File: src/rtl/sd_block_rx.sv
// sd_block_rx: receive-side data stage for SDHC single-block reads in SPI mode.
// Scans the MISO byte stream for the start token, captures one block into an
// internal buffer, checks the trailing CRC16-CCITT and reports status.
//
// Ports:
//   clk          single clock (SPI byte-engine domain)
//   reset        synchronous, active-high
//   start        one-cycle pulse arming reception; ignored while busy
//   rx_valid     one-cycle strobe per received byte
//   rx_byte      received byte, valid with rx_valid
//   busy         high in every state except IDLE
//   done         one-cycle pulse at block completion (pass or fail)
//   crc_ok       received CRC matched the computed CRC
//   timeout_err  no start token within TOKEN_TIMEOUT polled bytes
//   token_err    data-error token received
//   err_token    captured data-error token value
//   rd_addr      buffer read address
//   rd_data      buffer byte at rd_addr, one cycle latency, read-before-write
module sd_block_rx #(
  parameter int unsigned BLOCK_BYTES   = 512,
  parameter int unsigned TOKEN_TIMEOUT = 4096
) (
  input  logic                           clk,
  input  logic                           reset,
  input  logic                           start,
  input  logic                           rx_valid,
  input  logic [7:0]                     rx_byte,
  output logic                           busy,
  output logic                           done,
  output logic                           crc_ok,
  output logic                           timeout_err,
  output logic                           token_err,
  output logic [7:0]                     err_token,
  input  logic [$clog2(BLOCK_BYTES)-1:0] rd_addr,
  output logic [7:0]                     rd_data
);

  localparam int unsigned AW = $clog2(BLOCK_BYTES);
  localparam int unsigned PW = $clog2(TOKEN_TIMEOUT + 1);
  localparam logic [7:0]  START_TOKEN = 8'hFE;

  typedef enum logic [2:0] {
    S_IDLE,
    S_WAIT_TOKEN,
    S_DATA,
    S_CRC_HI,
    S_CRC_LO
  } state_t;

  state_t        state_q, state_d;
  logic [AW-1:0] idx_q, idx_d;
  logic [PW-1:0] poll_q, poll_d;
  logic [PW-1:0] poll_inc;
  logic [15:0]   crc_q, crc_d;
  logic [7:0]    crc_hi_q, crc_hi_d;
  logic          busy_d, done_d, crc_ok_d, timeout_err_d, token_err_d;
  logic [7:0]    err_token_d;
  logic          buf_we;
  logic          is_err_token;

  logic [7:0]    buf_mem [BLOCK_BYTES];

  // Byte-wise CRC16-CCITT update (poly 0x1021, MSB first)
  function automatic logic [15:0] crc16_byte(input logic [15:0] c, input logic [7:0] d);
    logic [15:0] r;
    r = c ^ {d, 8'h00};
    for (int i = 0; i < 8; i++) begin
      r = r[15] ? ((r << 1) ^ 16'h1021) : (r << 1);
    end
    return r;
  endfunction

  assign poll_inc     = poll_q + PW'(1);
  // Data-error token: upper nibble zero, lower nibble nonzero
  assign is_err_token = (rx_byte[7:4] == 4'h0) && (rx_byte[3:0] != 4'h0);

  // State and status registers
  always_ff @(posedge clk) begin
    if (reset) begin
      state_q     <= S_IDLE;
      idx_q       <= '0;
      poll_q      <= '0;
      crc_q       <= 16'h0000;
      crc_hi_q    <= 8'h00;
      busy        <= 1'b0;
      done        <= 1'b0;
      crc_ok      <= 1'b0;
      timeout_err <= 1'b0;
      token_err   <= 1'b0;
      err_token   <= 8'h00;
    end else begin
      state_q     <= state_d;
      idx_q       <= idx_d;
      poll_q      <= poll_d;
      crc_q       <= crc_d;
      crc_hi_q    <= crc_hi_d;
      busy        <= busy_d;
      done        <= done_d;
      crc_ok      <= crc_ok_d;
      timeout_err <= timeout_err_d;
      token_err   <= token_err_d;
      err_token   <= err_token_d;
    end
  end

  // Next-state and next-output logic
  always_comb begin
    state_d       = state_q;
    idx_d         = idx_q;
    poll_d        = poll_q;
    crc_d         = crc_q;
    crc_hi_d      = crc_hi_q;
    done_d        = 1'b0;
    crc_ok_d      = crc_ok;
    timeout_err_d = timeout_err;
    token_err_d   = token_err;
    err_token_d   = err_token;
    buf_we        = 1'b0;

    case (state_q)
      S_IDLE: begin
        if (start) begin
          crc_ok_d      = 1'b0;
          timeout_err_d = 1'b0;
          token_err_d   = 1'b0;
          err_token_d   = 8'h00;
          idx_d         = '0;
          poll_d        = '0;
          crc_d         = 16'h0000;
          state_d       = S_WAIT_TOKEN;
        end
      end

      S_WAIT_TOKEN: begin
        if (rx_valid) begin
          if (rx_byte == START_TOKEN) begin
            state_d = S_DATA;
          end else if (is_err_token) begin
            token_err_d = 1'b1;
            err_token_d = rx_byte;
            done_d      = 1'b1;
            state_d     = S_IDLE;
          end else begin
            poll_d = poll_inc;
            if (poll_inc == PW'(TOKEN_TIMEOUT)) begin
              timeout_err_d = 1'b1;
              done_d        = 1'b1;
              state_d       = S_IDLE;
            end
          end
        end
      end

      S_DATA: begin
        if (rx_valid) begin
          buf_we = 1'b1;
          crc_d  = crc16_byte(crc_q, rx_byte);
          idx_d  = idx_q + AW'(1);
          if (idx_q == AW'(BLOCK_BYTES - 1)) begin
            state_d = S_CRC_HI;
          end
        end
      end

      S_CRC_HI: begin
        if (rx_valid) begin
          crc_hi_d = rx_byte;
          state_d  = S_CRC_LO;
        end
      end

      S_CRC_LO: begin
        if (rx_valid) begin
          crc_ok_d = ({crc_hi_q, rx_byte} == crc_q);
          done_d   = 1'b1;
          state_d  = S_IDLE;
        end
      end

      default: state_d = S_IDLE;
    endcase

    busy_d = (state_d != S_IDLE);
  end

  // Block buffer write port; contents survive reset
  always_ff @(posedge clk) begin
    if (buf_we && !reset) begin
      buf_mem[idx_q] <= rx_byte;
    end
  end

  // Registered read port; nonblocking write gives read-before-write
  always_ff @(posedge clk) begin
    if (reset) begin
      rd_data <= 8'h00;
    end else begin
      rd_data <= buf_mem[rd_addr];
    end
  end

endmodule

File: config.mk
export PLATFORM = sky130hd
export DESIGN_NAME = sd_block_rx
export DESIGN_NICKNAME = d
export VERILOG_FILES = /design/src/rtl/sd_block_rx.sv
export SDC_FILE = /design/constraint.sdc
export NUM_CORES = 2
export LEC_CHECK = 0
export ABC_AREA = 1
export BUFFER_PORTS_ARGS = -buffer_cell sky130_fd_sc_hd__buf_2
export CORE_UTILIZATION = 55
export CTS_CLUSTER_SIZE = 20
export DETAILED_ROUTE_END_ITERATION = 10
export PLACE_DENSITY = 0.7
export SLEW_MARGIN = 20
export SYNTH_ARGS = -nofsm -noshare
export SYNTH_HDL_FRONTEND = slang
export SYNTH_SLANG_ARGS = --single-unit
export TNS_END_PERCENT = 1
File: constraint.sdc
create_clock -name clk -period 3 [get_ports clk]
set_clock_uncertainty 0.05 [all_clocks]
set_input_delay 0.15 -clock clk [delete_from_list [all_inputs] [get_ports clk]]
set_output_delay 0.15 -clock clk [all_outputs]
set_load 0.005 [all_outputs]
**Word level (Yosys, flattened, before mapping)**

Memories as Yosys holds them, arrays and structs flattened. A register that Yosys moved wholly into a read port is not among the register bits.
Cells that the tools add are included.

- Register bits: 62
- Bits in latches: 0
- Memory bits (writable): 4096
- Memory bits (read-only): 0
- Bits of input ports: 21
- Output and inout bits: 21
- Word-level logic and storage cells: 110
- Memories: 1

- Add/subtract/negate cells: 2
- Multipliers: 0
- Div/mod/pow operators: 0
- $lt $le $gt $ge: 0
- Equality and inequality tests: 16
- Shift operators: 0
- Muxes and demuxes: 55
- Bitwise operators: 9
- Reduce and logical (&&, ||, !) cells: 16

Memory list:

| name | words | width | rd ports | clocked after memory_dff | write ports | RTL line | text |
|---|---|---|---|---|---|---|---|
| buf_mem | 512 | 8 | 1 | 1 | 1 | 61 | `logic [7:0] buf_mem [BLOCK_BYTES];` |

Operators by type and width:

| kind | count |
|---|---|
| $mux W13 | 12 |
| $mux W16 | 2 |
| $mux W8 | 4 |
| $pmux W16 S2 | 1 |
| $mux W3 | 9 |
| $pmux W13 S2 | 1 |
| $not A3 Y3 | 8 |
| $mux W9 | 2 |
| $pmux W9 S2 | 1 |
| $mux W1 | 17 |
| $eq A16 B16 Y1 | 1 |
| $ne A2 B2 Y1 const B | 8 |
| $pmux W8 S2 | 1 |
| $xor A16 B16 Y16 | 1 |
| $pmux W3 S5 | 1 |
| $add A13 B1 Y13 const B | 1 |
| $eq A13 B13 Y1 const B | 1 |
| $reduce_and A5 Y1 | 2 |
| $add A9 B1 Y9 const B | 1 |
| $eq A9 B9 Y1 const B | 1 |
| $eq A8 B8 Y1 const B | 1 |
| $pmux W1 S2 | 4 |
| $eq A3 B2 Y1 const B | 2 |
| $reduce_and A3 Y1 | 2 |
| other kinds (11) | 14 |

**Logic depth before layout (Yosys ltp)**

- Depth in word-level cells: 19
- Gate-level depth with buffers: 17
- Depth with buffers taken out: 14

**Least setup slack after synthesis**

OpenSTA, ideal clock, no wires.

- Kind: flip-flop to flip-flop
- Start: register state_q[2]
- End: memory buf_mem[262][0], enable pin
- Library setup time: 0.370 ns
- Arrival time: 2.049 ns
- Required time: 2.580 ns
- Path slack: 0.531 ns
- Cell stages (with the launch flop): 11
- Buffers on the path: 1
- Clock period less this slack: 2.469 ns
- Cells stage by stage: dfxtp_1 -> nor3_2 -> inv_1 -> nor2_4 -> inv_2 -> nor2_4 -> inv_2 -> nor4_4 -> nand2_1 -> buf_2 -> nor2_1

- Cells in the longest elaborated chain, start to end: 5

RTL lines:

| what | RTL line | text |
|---|---|---|
| start: declaration | 50 | `state_t state_q, state_d;` |
| start signal: assignment | 92 | `state_q <= state_d;` |
| $eq A3 B2 Y1 | 120 | `case (state_q)` |
| $mux W1 | 120 |  |
| $logic_and A1 B1 Y1 | 188 | `if (buf_we && !reset) begin` |
| $mux W1 | 188 |  |
| $mux W1 (not written as such) | 189 | `buf_mem[idx_q] <= rx_byte;` |
| end: declaration | 61 |  |

No other way between the ends.

**Worst setup path in the final report**

- Start: register state_q[1]
- End: memory buf_mem[145][6], enable pin

The elaborated chain is that of the path after synthesis.

==> key figures <==
Global route
  • Vias in the first global route: ~110k
  • First-pass GRT wire length: about 680 mm
  • Overflow after GRT: 0
  • Global Route Usage Sum: 29.5%
  • Maximum number of pins on one net before global-route repair: around 180
  • Antenna violations before repair: 13

Detailed routing
  • TritonRoute pass-1 iters: 6
  • Vias after detailed routing: ~110k
  • Post-DR wirelength/cell: roughly 24 µm
  • DR vias/cell: between 5 and 6
  • Initial DRC Count: between 10000 and 15000
  • DRC Markers: 0
  • Post-Route WL: between 400 and 500 mm
  • Post-route ant nets: 0

Floorplan
  • Core area: slightly above 300000 µm²
  • Initial core utilization: a little under three fifths
  • Die height: about 560 µm
  • Die area: slightly above 300000 µm²
  • Die width: 556 µm
  • FP Rows: 203
  • I/O pin total: 42

Critical path
  • Setup CP Type: reg2reg
  • CP Capture Type: flop
  • Setup slack, reg-to-reg: between 0.09 and 0.1 ns
  • Crit-path most repeated cell: buf_4
  • Worst Path Buf+Inv: 8
  • Critical path startpoint: state_q[1]
  • Worst path max stage delay: approximately 0.34 ns
  • Startpoint types: flop
  • Top delay family on crit path: buffers and inverters
  • Reg-to-Reg End: buf_mem[145][6]
  • FF-to-FF path depth: 14
  • Arr. time, crit path: between 3 and 4 ns
  • Critical path data required time: around 3.6 ns
  • Critical path depth: 14
  • Reg2reg start: state_q[1]
  • Critical Path Sink: buf_mem[145][6]
  • Cell Chain, Critical Path: inv_1, nor3_2, inv_1, nor2_4, inv_2, nor2_4, inv_2, nor3_4, buf_4, buf_4, nand2_1, buf_4, nor2_1, buf_4
  • Worst path slowest cell: dfxtp_1
  • Max Fanout on Critical Path: 16

Clock tree
  • Insertion delay to the later sink of the worst-skew pair: between 0.9 and 1 ns
  • Worst-path clk slew: around 0.06 ns
  • TritonCTS Buffers: 414
  • H-tree levels: 5
  • Max clock buf depth: 4
  • Postcts setup bufs: 0
  • CTS Sinks: between 4000 and 5000
  • Clk root buf: clkbuf_16
  • CTS tree: done

Logic synthesis
  • Post-synthesis sequential area ratio: about 74%
  • Net count after synthesis: roughly 14000
  • Netlist Area Pre-Place: between 150000 and 200000 µm²
  • Cells after Synth: 14400
  • Syn. warnings: 0
  • Fraction of registers with async set/reset: 0%
  • Post-synth top flop: edfxtp_1
  • Synth top area share: roughly 73%
  • Dominant cells by area after synthesis: edfxtp_1 (73%), nand3_1 (12%), nand2_1 (9.6%)
  • Mean post-synth cell area: 11.7 µm²
  • Synth top cells by count: nand2_1 (4332), edfxtp_1 (4096), nand3_1 (4082)
  • Cell variety after synth: 33
  • Synth area leader: edfxtp_1
  • EDFF count, synth: slightly above 4000
  • Most common cell in the netlist: nand2_1
  • Synth Register Bits: roughly 4200

STA
  • Post-route setup slack: slightly below 0.1 ns
  • Period utilisation layout: between 90 and 100%
  • Crit path time final: 2.90 ns
  • Slew @ Worst Pin: between 1 and 1.5 ns
  • Maximum clock rate: around 0.34 GHz
  • Max Slew Vio Count: 0
  • RSZ-0062 raised after global routing: true
  • Worst slew margin: approximately 25%
  • Count of final hold-check violations: 0
  • Finish-stage setup viols: 0
  • Setup TNS: 0 ns

Place
  • GP Congestion: 0.907
  • Port bufs: 41
  • DP HPWL: 273 mm
  • Placed inst area: 180000 µm²
  • Worst slack at placement: -0.0361 ns

Layout
  • Final #Nets: 14900
  • Area delta synth->final: 14.4%
  • Post-Layout Inst Area: roughly 190000 µm²
  • Fillers: 22500
  • Share of post-route cells with drive strength above 1: a little over a tenth

Pwr
  • Pleak: slightly below 70 nW
  • Maximum vdd ir drop: a little under 0.6 mV
  • Power per cell area: ~630 nW/µm²

Min path
  • Hold Crit Class: in2reg

Flow run
  • Max Cap Viol: 0

Status
  • Status: complete, no violations
## worst min-delay path by stage
stage               cells after the start  slack, ns         endpoint          from
finish                                  2       0.16  buf_mem[356][7]    rx_byte[7]
global route                            2       0.15  buf_mem[355][7]    rx_byte[7]
CTS                                     5       0.11      crc_hi_q[3]      rx_valid
detailed placement                      2       0.38     err_token[7]  err_token[7]
global placement                        2       0.37     err_token[7]  err_token[7]
floorplan                               0       0.20    buf_mem[0][0]    rx_byte[0]
## report_power, final
group	internal (mW)	switching [mW]
sequential	63.9	0.0442
clock	28.3	22.0
combinational	1.93	5.33
total	94.1	27.4
## metal layers
metal | track usage [%] | up-vias | wire (µm)
li1 | - | 52000 | -
met1 | 40.2 | 55200 | 176000
met2 | 47.0 | 6169 | 217000
met3 | 4.38 | 1077 | 44500
met4 | 14.0 | 2 | 23400
met5 | 0 | - | 11
## metrics by stage
stage / utilization, % / hold slack (ns) / cells / total power, mW
2_1_floorplan: - / 0.199 / 14400 / 68.8
3_3_place_gp: 58.8 / 0.373 / 18500 / 72.2
3_5_place_dp: 58.8 / 0.378 / 18500 / 72.3
4_1_cts: 63.2 / 0.107 / 19300 / 122
5_1_grt: 63.2 / 0.152 / 19300 / 124
6_report: 63.2 / 0.161 / 19300 / 121
## worst reg2reg max path, cell delays in order, from the launching register on
cell and delay [ns]:
dfxtp_1 0.34, inv_1 0.07, nor3_2 0.17, inv_1 0.11
nor2_4 0.11, inv_2 0.08, nor2_4 0.19, inv_2 0.17
nor3_4 0.17, buf_4 0.22, buf_4 0.18, nand2_1 0.05
buf_4 0.21, nor2_1 0.27, buf_4 0.21
## layout make-up
type,count,area (µm²),area share [%]
sequential,4166,124000,64.4
multi-input combinational,9144,40100,20.8
clock buffer,500,10800,5.57
timing repair buffer,1058,10100,5.22
tap,4100,5130,2.66
clock inverter,263,2370,1.23
inverter,63,283,0.146
antenna,7,17.5,0.00907
## layout by cell type (no fill, tap or decap), drive strengths merged
cell type	Yosys	final
ha	6	6
clkinv	2	214
nor3b	1	1
clkinvlp	0	14
nor3	25	25
o211ai	1	1
dlygate4sd3	0	19
clkbuf	491	500
a221oi	1	1
nor2	568	568
buf	511	1039
dfxtp	70	70
a21o	1	1
a2111oi	1	1
o21a	3	3
edfxtp	4096	4096
diode	0	7
nand4	11	11
nand3	4082	4082
bufinv	0	31
a21oi	52	52
nand2	4332	4332
nand3b	1	1
xor2	18	18
o21ai	12	12
inv	61	67
or2	6	6
nor4	5	5
xnor2	18	18
## kinds of logic after synthesis
| kind of cell | share of synthesized area (%) |
|---|---|
| simple gates | 23.2 |
| flops | 73.7 |
| buf+inv | 2.64 |
| compound gates | 0.222 |
| xor+xnor | 0.187 |
| fa+ha+maj | 0.0445 |
## registers in the layout, indices dropped and copies added, names as in the netlist, 3 cells and up
register,count
err_token,8
idx_q,9
crc_q,16
rd_data,8
crc_hi_q,8
state_q,3
buf_mem,4096
poll_q,13
## repair_timing
item	4_1_cts	5_1_grt
hold buffers	19	0
setup endpoints to repair	1	286
resized for setup	1	7
hold endpoints to repair	2542	0
No activity file was read; power rests on OpenSTA's default activity.
